### src/rtl/motor_pulse_decoder.sv
// Motor pulse decoder: edge-detects 2-bit command pulses into fwd/rev drive enables, with a dead band on reversal.
// Latency: fwd/rev change on the edge that accepts a command, one cycle after `in` changes.
// Backpressure: none; a command during DEAD only retargets the pending direction. Optional err flag: MOTOR_DECODE_ERR_EN.
module motor_pulse_decoder #(
    parameter int DEAD_CYCLES = 4,
    parameter int RUN_CYCLES  = 200
) (
    input  logic       orgclk,
    input  logic       rst_n,
    input  logic [1:0] in,
    output logic       fwd,
    output logic       rev,
    output logic       busy,
    output logic       err
);

    typedef enum logic [1:0] {IDLE, FWD, REV, DEAD} state_t;

    localparam logic [15:0] RUN_LOAD  = 16'(RUN_CYCLES - 1);
    localparam logic [7:0]  DEAD_LOAD = 8'(DEAD_CYCLES - 1);

    state_t      state, state_nxt;
    logic [15:0] run_cnt, run_cnt_nxt;
    logic [7:0]  dead_cnt, dead_cnt_nxt;
    logic        pend_rev, pend_rev_nxt;
    logic [1:0]  prev_in;
    logic        armed;
    logic        acc_fwd, acc_rev;

    // armed stays low after reset until `in` is seen idle, so a pulse held across reset is ignored
    assign acc_fwd = armed && (prev_in == 2'b00) && (in == 2'b01);
    assign acc_rev = armed && (prev_in == 2'b00) && (in == 2'b10);
    assign busy    = (state != IDLE);

    always_comb begin
        state_nxt    = state;
        run_cnt_nxt  = run_cnt;
        dead_cnt_nxt = dead_cnt;
        pend_rev_nxt = pend_rev;
        case (state)
            IDLE: begin
                if (acc_fwd) begin
                    state_nxt   = FWD;
                    run_cnt_nxt = RUN_LOAD;
                end else if (acc_rev) begin
                    state_nxt   = REV;
                    run_cnt_nxt = RUN_LOAD;
                end
            end
            FWD: begin
                if (acc_fwd) begin
                    run_cnt_nxt = RUN_LOAD;
                end else if (acc_rev) begin
                    state_nxt    = DEAD;
                    dead_cnt_nxt = DEAD_LOAD;
                    pend_rev_nxt = 1'b1;
                end else if (run_cnt == 16'd0) begin
                    state_nxt = IDLE;
                end else begin
                    run_cnt_nxt = run_cnt - 16'd1;
                end
            end
            REV: begin
                if (acc_rev) begin
                    run_cnt_nxt = RUN_LOAD;
                end else if (acc_fwd) begin
                    state_nxt    = DEAD;
                    dead_cnt_nxt = DEAD_LOAD;
                    pend_rev_nxt = 1'b0;
                end else if (run_cnt == 16'd0) begin
                    state_nxt = IDLE;
                end else begin
                    run_cnt_nxt = run_cnt - 16'd1;
                end
            end
            DEAD: begin
                if (acc_fwd) begin
                    pend_rev_nxt = 1'b0;
                end else if (acc_rev) begin
                    pend_rev_nxt = 1'b1;
                end
                // a command landing on the final dead cycle still picks the direction taken
                if (dead_cnt == 8'd0) begin
                    state_nxt   = pend_rev_nxt ? REV : FWD;
                    run_cnt_nxt = RUN_LOAD;
                end else begin
                    dead_cnt_nxt = dead_cnt - 8'd1;
                end
            end
            default: state_nxt = IDLE;
        endcase
    end

    always_ff @(posedge orgclk) begin
        if (!rst_n) begin
            state    <= IDLE;
            run_cnt  <= 16'd0;
            dead_cnt <= 8'd0;
            pend_rev <= 1'b0;
            prev_in  <= 2'b00;
            armed    <= 1'b0;
            fwd      <= 1'b0;
            rev      <= 1'b0;
        end else begin
            state    <= state_nxt;
            run_cnt  <= run_cnt_nxt;
            dead_cnt <= dead_cnt_nxt;
            pend_rev <= pend_rev_nxt;
            prev_in  <= in;
            armed    <= armed | (in == 2'b00);
            fwd      <= (state_nxt == FWD);
            rev      <= (state_nxt == REV);
        end
    end

`ifdef MOTOR_DECODE_ERR_EN
    always_ff @(posedge orgclk) begin
        if (!rst_n) begin
            err <= 1'b0;
        end else if (armed && (prev_in == 2'b00) && (in == 2'b11)) begin
            err <= 1'b1;
        end
    end
`else
    assign err = 1'b0;
`endif

endmodule

### config.mk
export PLATFORM = sky130hd
export DESIGN_NAME = motor_pulse_decoder
export DESIGN_NICKNAME = d
export VERILOG_FILES = /design/src/rtl/motor_pulse_decoder.sv
export SDC_FILE = /design/constraint.sdc
export NUM_CORES = 1
export LEC_CHECK = 0
export CAP_MARGIN = 15
export CORE_MARGIN = 2
export CORE_UTILIZATION = 50
export CTS_CLUSTER_DIAMETER = 50
export DETAILED_ROUTE_END_ITERATION = 8
export GPL_TIMING_DRIVEN = 0
export PLACE_DENSITY = 0.68
export SLEW_MARGIN = 20
export SYNTH_ARGS = -nofsm -noshare
export SYNTH_HDL_FRONTEND = slang
export SYNTH_SLANG_ARGS = --single-unit
### constraint.sdc
create_clock -name orgclk -period 2.7 [get_ports orgclk]
set_clock_uncertainty 0.2 [all_clocks]
set_input_delay 0.54 -clock orgclk [delete_from_list [all_inputs] [get_ports orgclk]]
set_output_delay 0.54 -clock orgclk [all_outputs]
set_load 0.01 [all_outputs]
Word level (Yosys, flattened, before mapping)
Index checks and enable logic that the tools add are counted.
Word-level totals
  bits in registers: 32
  bits of input ports: 4
  logic and storage cells: 72
Cells by class
  $add $sub $neg: 2
  equal/unequal tests: 16
  multiplexer cells: 32
  bitwise operators: 1
  reduce and logical (&&, ||, !) cells: 13
Operators by type and width (number)
  16-bit two-way mux: 8
  16-bit one-hot mux with 4 select lines: 1
  8-bit two-way mux: 5
  8-bit one-hot mux with 3 select lines: 1
  2-bit two-way mux: 9
  16-bit logical NOT: 1
  16-bit by 1-bit subtractor with 16-bit output (second input constant): 1
  2-bit != test (second input constant): 6
  3-bit != test (second input constant): 3
  2-bit equality test (second input constant): 4
  8-bit logical NOT: 1
  2-bit one-hot mux with 4 select lines: 1
  4-bit AND reduction: 2
  8-bit by 1-bit subtractor with 8-bit output (second input constant): 1
  2-bit by 1-bit equality test with 1-bit output (second input constant): 3
  2-bit logical NOT: 3
  1-bit two-way mux: 6
  6-bit AND reduction: 1
  1-bit logical AND: 3
  1-bit one-hot mux with 3 select lines: 1
  3-bit nonzero test: 1
  2-bit nonzero test: 1
  1-bit OR: 1

Depth between registers and ports, before layout
  word-level depth: 10
  depth in mapped cells: 10

Worst setup path after synthesis
Ideal clock, no wire load.
  kind: register -> register
  start point: register state[1]
  end point: register dead_cnt[6]
  arrival time: 1.908 ns
  slack: 0.524 ns
  stages on the path, launching flop included: 9
  period minus slack after synthesis: 2.176 ns
  path through: dfxtp_1 -> inv_1 -> ha_1 -> clkbuf_1 -> a31o_2 -> a21oi_4 -> nand3_4 -> or4_1 -> o21ai_1
Between the ends
  word-level cells in the longest chain between the ends: 3
  elaborated cells between the ends (all ways): 11
  those cells by class: 8 x eq/ne; 1 x mux; 2 x reduce/logical
Ends and longest elaborated chain
  start: declaration: RTL line 22  | state_t state, state_nxt;
  start signal: assignment: RTL line 105  | state <= state_nxt;
  2-bit equality test or 2-bit by 1-bit equality test with 1-bit output (tied branches): RTL line 40  | case (state)
  2-bit != test (no line) or 3-bit nonzero test (tied branches)
  6-bit AND reduction (no line)
  end signal: assignment: RTL line 107  | dead_cnt <= dead_cnt_nxt;
  end: declaration: RTL line 24  | logic [7:0] dead_cnt, dead_cnt_nxt;
Parallel ways exist; a longest one is shown, timed or not.
A chain may end at the register's enable or synchronous reset.

Final worst setup path
  start point: register state[0]
  end point: output port busy
Between the ends
  word-level cells in the longest chain between the ends: 1
Ends and longest elaborated chain
  2-bit nonzero test: RTL line 33  | assign busy = (state != IDLE);
  end: declaration: RTL line 13  | output logic busy,
No other way between the ends.

==> out/metrics.csv <==
stage,metric,value,unit
drt,WL per Instance,13.9,microns
drt,routed vias/inst,5.74,
run,maxcap violations,0,
floorplanning,die area,4460,sq um
cells_and_area,nets@finish,265,
drt,detailed-route via count,1728,
drt,drt pass-1 iters,4,
worst_hold_path,depth of the worst hold-timing path,2,
clock_tree,Clock Pin Slew Worst Setup and Hold Paths,0.07,ns
clock_tree,clock root cell,clkbuf_8,
sta,final-report max-slew violation count,0,
setup_path,Worst Setup End Kind,output port,
floorplanning,row count,22,
setup_path,worst r2r src,state[1],
power_and_ir_drop,P per Cell Area,1160,nW/um^2
cells_and_area,Multi-input gate area,1220,sq um
floorplanning,# IOs,8,
clock_tree,H-tree Lvls,2,
sta,Max transition margin,0.639,
logic_synthesis,Yosys cell types,64,
clock_tree,CTS buffer count,5,
cells_and_area,Post-Layout Cell Count,301,
global_routing,largest net degree at the start of global routing,11,
cells_and_area,synthesis-to-finish area growth,10.9,%
logic_synthesis,register area share after synthesis,0.325,
power_and_ir_drop,VDD IR max,0.486,mV
setup_path,CP required,1.96,ns
cells_and_area,final design utilization,0.588,
setup_path,Worst setup SP type,flip-flop,
setup_path,Critical Path Start,state[0],
worst_hold_path,worst hold path type,reg2reg,
floorplanning,core area,3720,sq um
cells_and_area,Filler cells,345,
cells_and_area,antenna cells,0,
cells_and_area,"commonest non-fill, non-tap cell in the layout",dfxtp_1,
clock_tree,TritonCTS clock tree,done,
floorplanning,DIE WIDTH,66.8,microns
place,post-DP HPWL,2910,microns
sta,Max Freq,387,MHz
clock_tree,Longest Clk Path Bufs,2,
logic_synthesis,synthesized area per cell,8.21,sq um
floorplanning,Starting Density,0.530,
sta,Slew @ Worst Pin,0.539,ns
clock_tree,Clock Sink Count,32,
clock_tree,CTS Hold Bufs,0,
place,port bufs,4,
sta,min Tclk post-route,2.58,ns
setup_path,worst-path fanout max,9,
sta,"Period Utilization, post-route",0.957,
place,GPL Wtd Cong,0.827,
worst_hold_path,hold_sp,dead_cnt[6],
setup_path,Reg2Reg Setup Slack,0.33,ns
place,placed cells,292,
drt,Post-Route WL,4180,microns
drt,Residual DRC,0,
setup_path,Critical Path AT,1.84,ns
global_routing,vias in the first global route,1504,
run_status,outcome,"finished, final reports clean",
logic_synthesis,Mapped Area,1970,sq um
setup_path,Register-to-Register Path Depth,11,
logic_synthesis,Synth Instances,240,
logic_synthesis,"Top FF cell, synth",dfxtp_1,
sta,RSZ-0062 raised after global routing,false,
worst_hold_path,hold endpoint,dead_cnt[6],
logic_synthesis,number of flops mapped to enable cells by yosys,0,
floorplanning,Die Ht,66.8,microns
sta,Final Setup Violations,0,
drt,Iter 0 DRT Violations,113,
setup_path,FF-to-FF End,run_cnt[9],
cells_and_area,share of layout cells above drive strength 1,0.138,
setup_path,Crit Path Class,reg2out,
logic_synthesis,Post-synth ARST share,0,
drt,antenna violation net count after detailed routing,0,
power_and_ir_drop,leakage,0.819,nW
global_routing,antenna violations before repair,0,
cells_and_area,register area,642,sq um
sta,"Hold Vio Cnt, Final",0,
logic_synthesis,syn nets,252,
logic_synthesis,Yosys Warn Count,0,
global_routing,gr ovfl total,0,
clock_tree,"Clk Latency, worst-skew pair",0.29,ns
logic_synthesis,Yosys reg bits,32,
global_routing,first-pass GRT wire length,6940,microns
global_routing,Total GRT Usage,0.207,
cells_and_area,most frequent cells in the layout,"dfxtp_1 (31), nor2_1 (22), nand2_1 (21)",
==> cell families after synthesis <==
logic type,synth area share
and+or+nand+nor,0.307
DFF,0.325
buffers and inverters,0.0540
adders and majority gates,0.0508
other,0.00190
xor gates and xnor gates,0.0489
AOI/OAI and AO/OA,0.212
==> power breakdown <==
part	internal, W	switching [W]
logic	0.000567	0.000851
registers	0.000595	0.000118
clock network	0.000227	0.000178
==> registers in the layout (all words and copies together) (netlist names) <==
register and cells:
run_cnt 16, fwd 1, armed 1, state 2, prev_in 2, dead_cnt 8
rev 1, pend_rev 1
==> area by class of cell <==
type,count,share of cell area
buffer,11,0.0287
clock buffer,7,0.0441
inverter,12,0.0206
multi-input combinational,185,0.560
sequential,32,0.294
tap,48,0.0275
timing repair buffer,6,0.0252
==> per-stage QoR <==
stage               hold WS (ns)  setup TNS, ns  cell area, sq um  total power [W]  setup WS (ns)
finish                     0.280              0              2180          0.00254          0.117
floorplan                  0.245              0              1970          0.00180          0.524
global route               0.303              0              2180          0.00276        0.00766
detailed placement         0.276          -2.13              2070          0.00210         -0.190
global placement           0.269          -2.24              2070          0.00209         -0.203
CTS                        0.279              0              2170          0.00251         0.0130
==> what timing repair did <==
item                       CTS  global route
resized for setup            0             3
buffers inserted             0             2
setup endpoints to repair    0            12
==> worst max-delay path by stage <==
stage,endpoint,cells past startpoint
floorplan,dead_cnt[6],8
global placement,run_cnt[15],8
detailed placement,run_cnt[15],8
CTS,busy,5
global route,busy,5
finish,busy,5
==> synthesized netlist by cell type (all sizes together), types with 2 or more instances <==
master / n / area, sq um
o31ai: 2 / 15.0
o22ai: 2 / 12.5
nor3: 11 / 55.1
nor3b: 2 / 26.3
or3: 4 / 25.0
ha: 8 / 100
inv: 11 / 41.3
and2b: 2 / 16.3
nand4: 5 / 31.3
a211oi: 4 / 42.5
nor2: 23 / 88.8
o21ai: 17 / 88.8
a31o: 2 / 17.5
xor2: 10 / 87.6
dfxtp: 32 / 641
nor4b: 2 / 23.8
clkbuf: 5 / 20.0
nand3b: 2 / 15.0
buf: 6 / 41.3
nand4b: 2 / 17.5
nor4: 5 / 52.6
nand3: 8 / 52.6
a21oi: 21 / 128
nor2b: 2 / 20.0
nand2: 21 / 78.8
o32ai: 3 / 26.3
a21o: 2 / 15.0
nand2b: 3 / 18.8
and2: 4 / 25.0
==> routing by layer <==
layer / wire (microns) / vias up / share of wire / track usage
met5: 0 / - / 0 / 0
met4: 83 / 0 / 0.020 / 0.0893
met3: 162 / 8 / 0.039 / 0.0591
met2: 1810 / 25 / 0.43 / 0.304
met1: 2130 / 810 / 0.51 / 0.282
li1: - / 885 / - / -
==> critical path, stage by stage (launching register included) <==
cell and delay, ns:
dfxtp_1 0.43, inv_1 0.12, ha_1 0.20, clkbuf_2 0.20
inv_1 0.08, clkdlybuf4s50_1 0.52
Note: power is estimated with default switching activity, not from simulation.
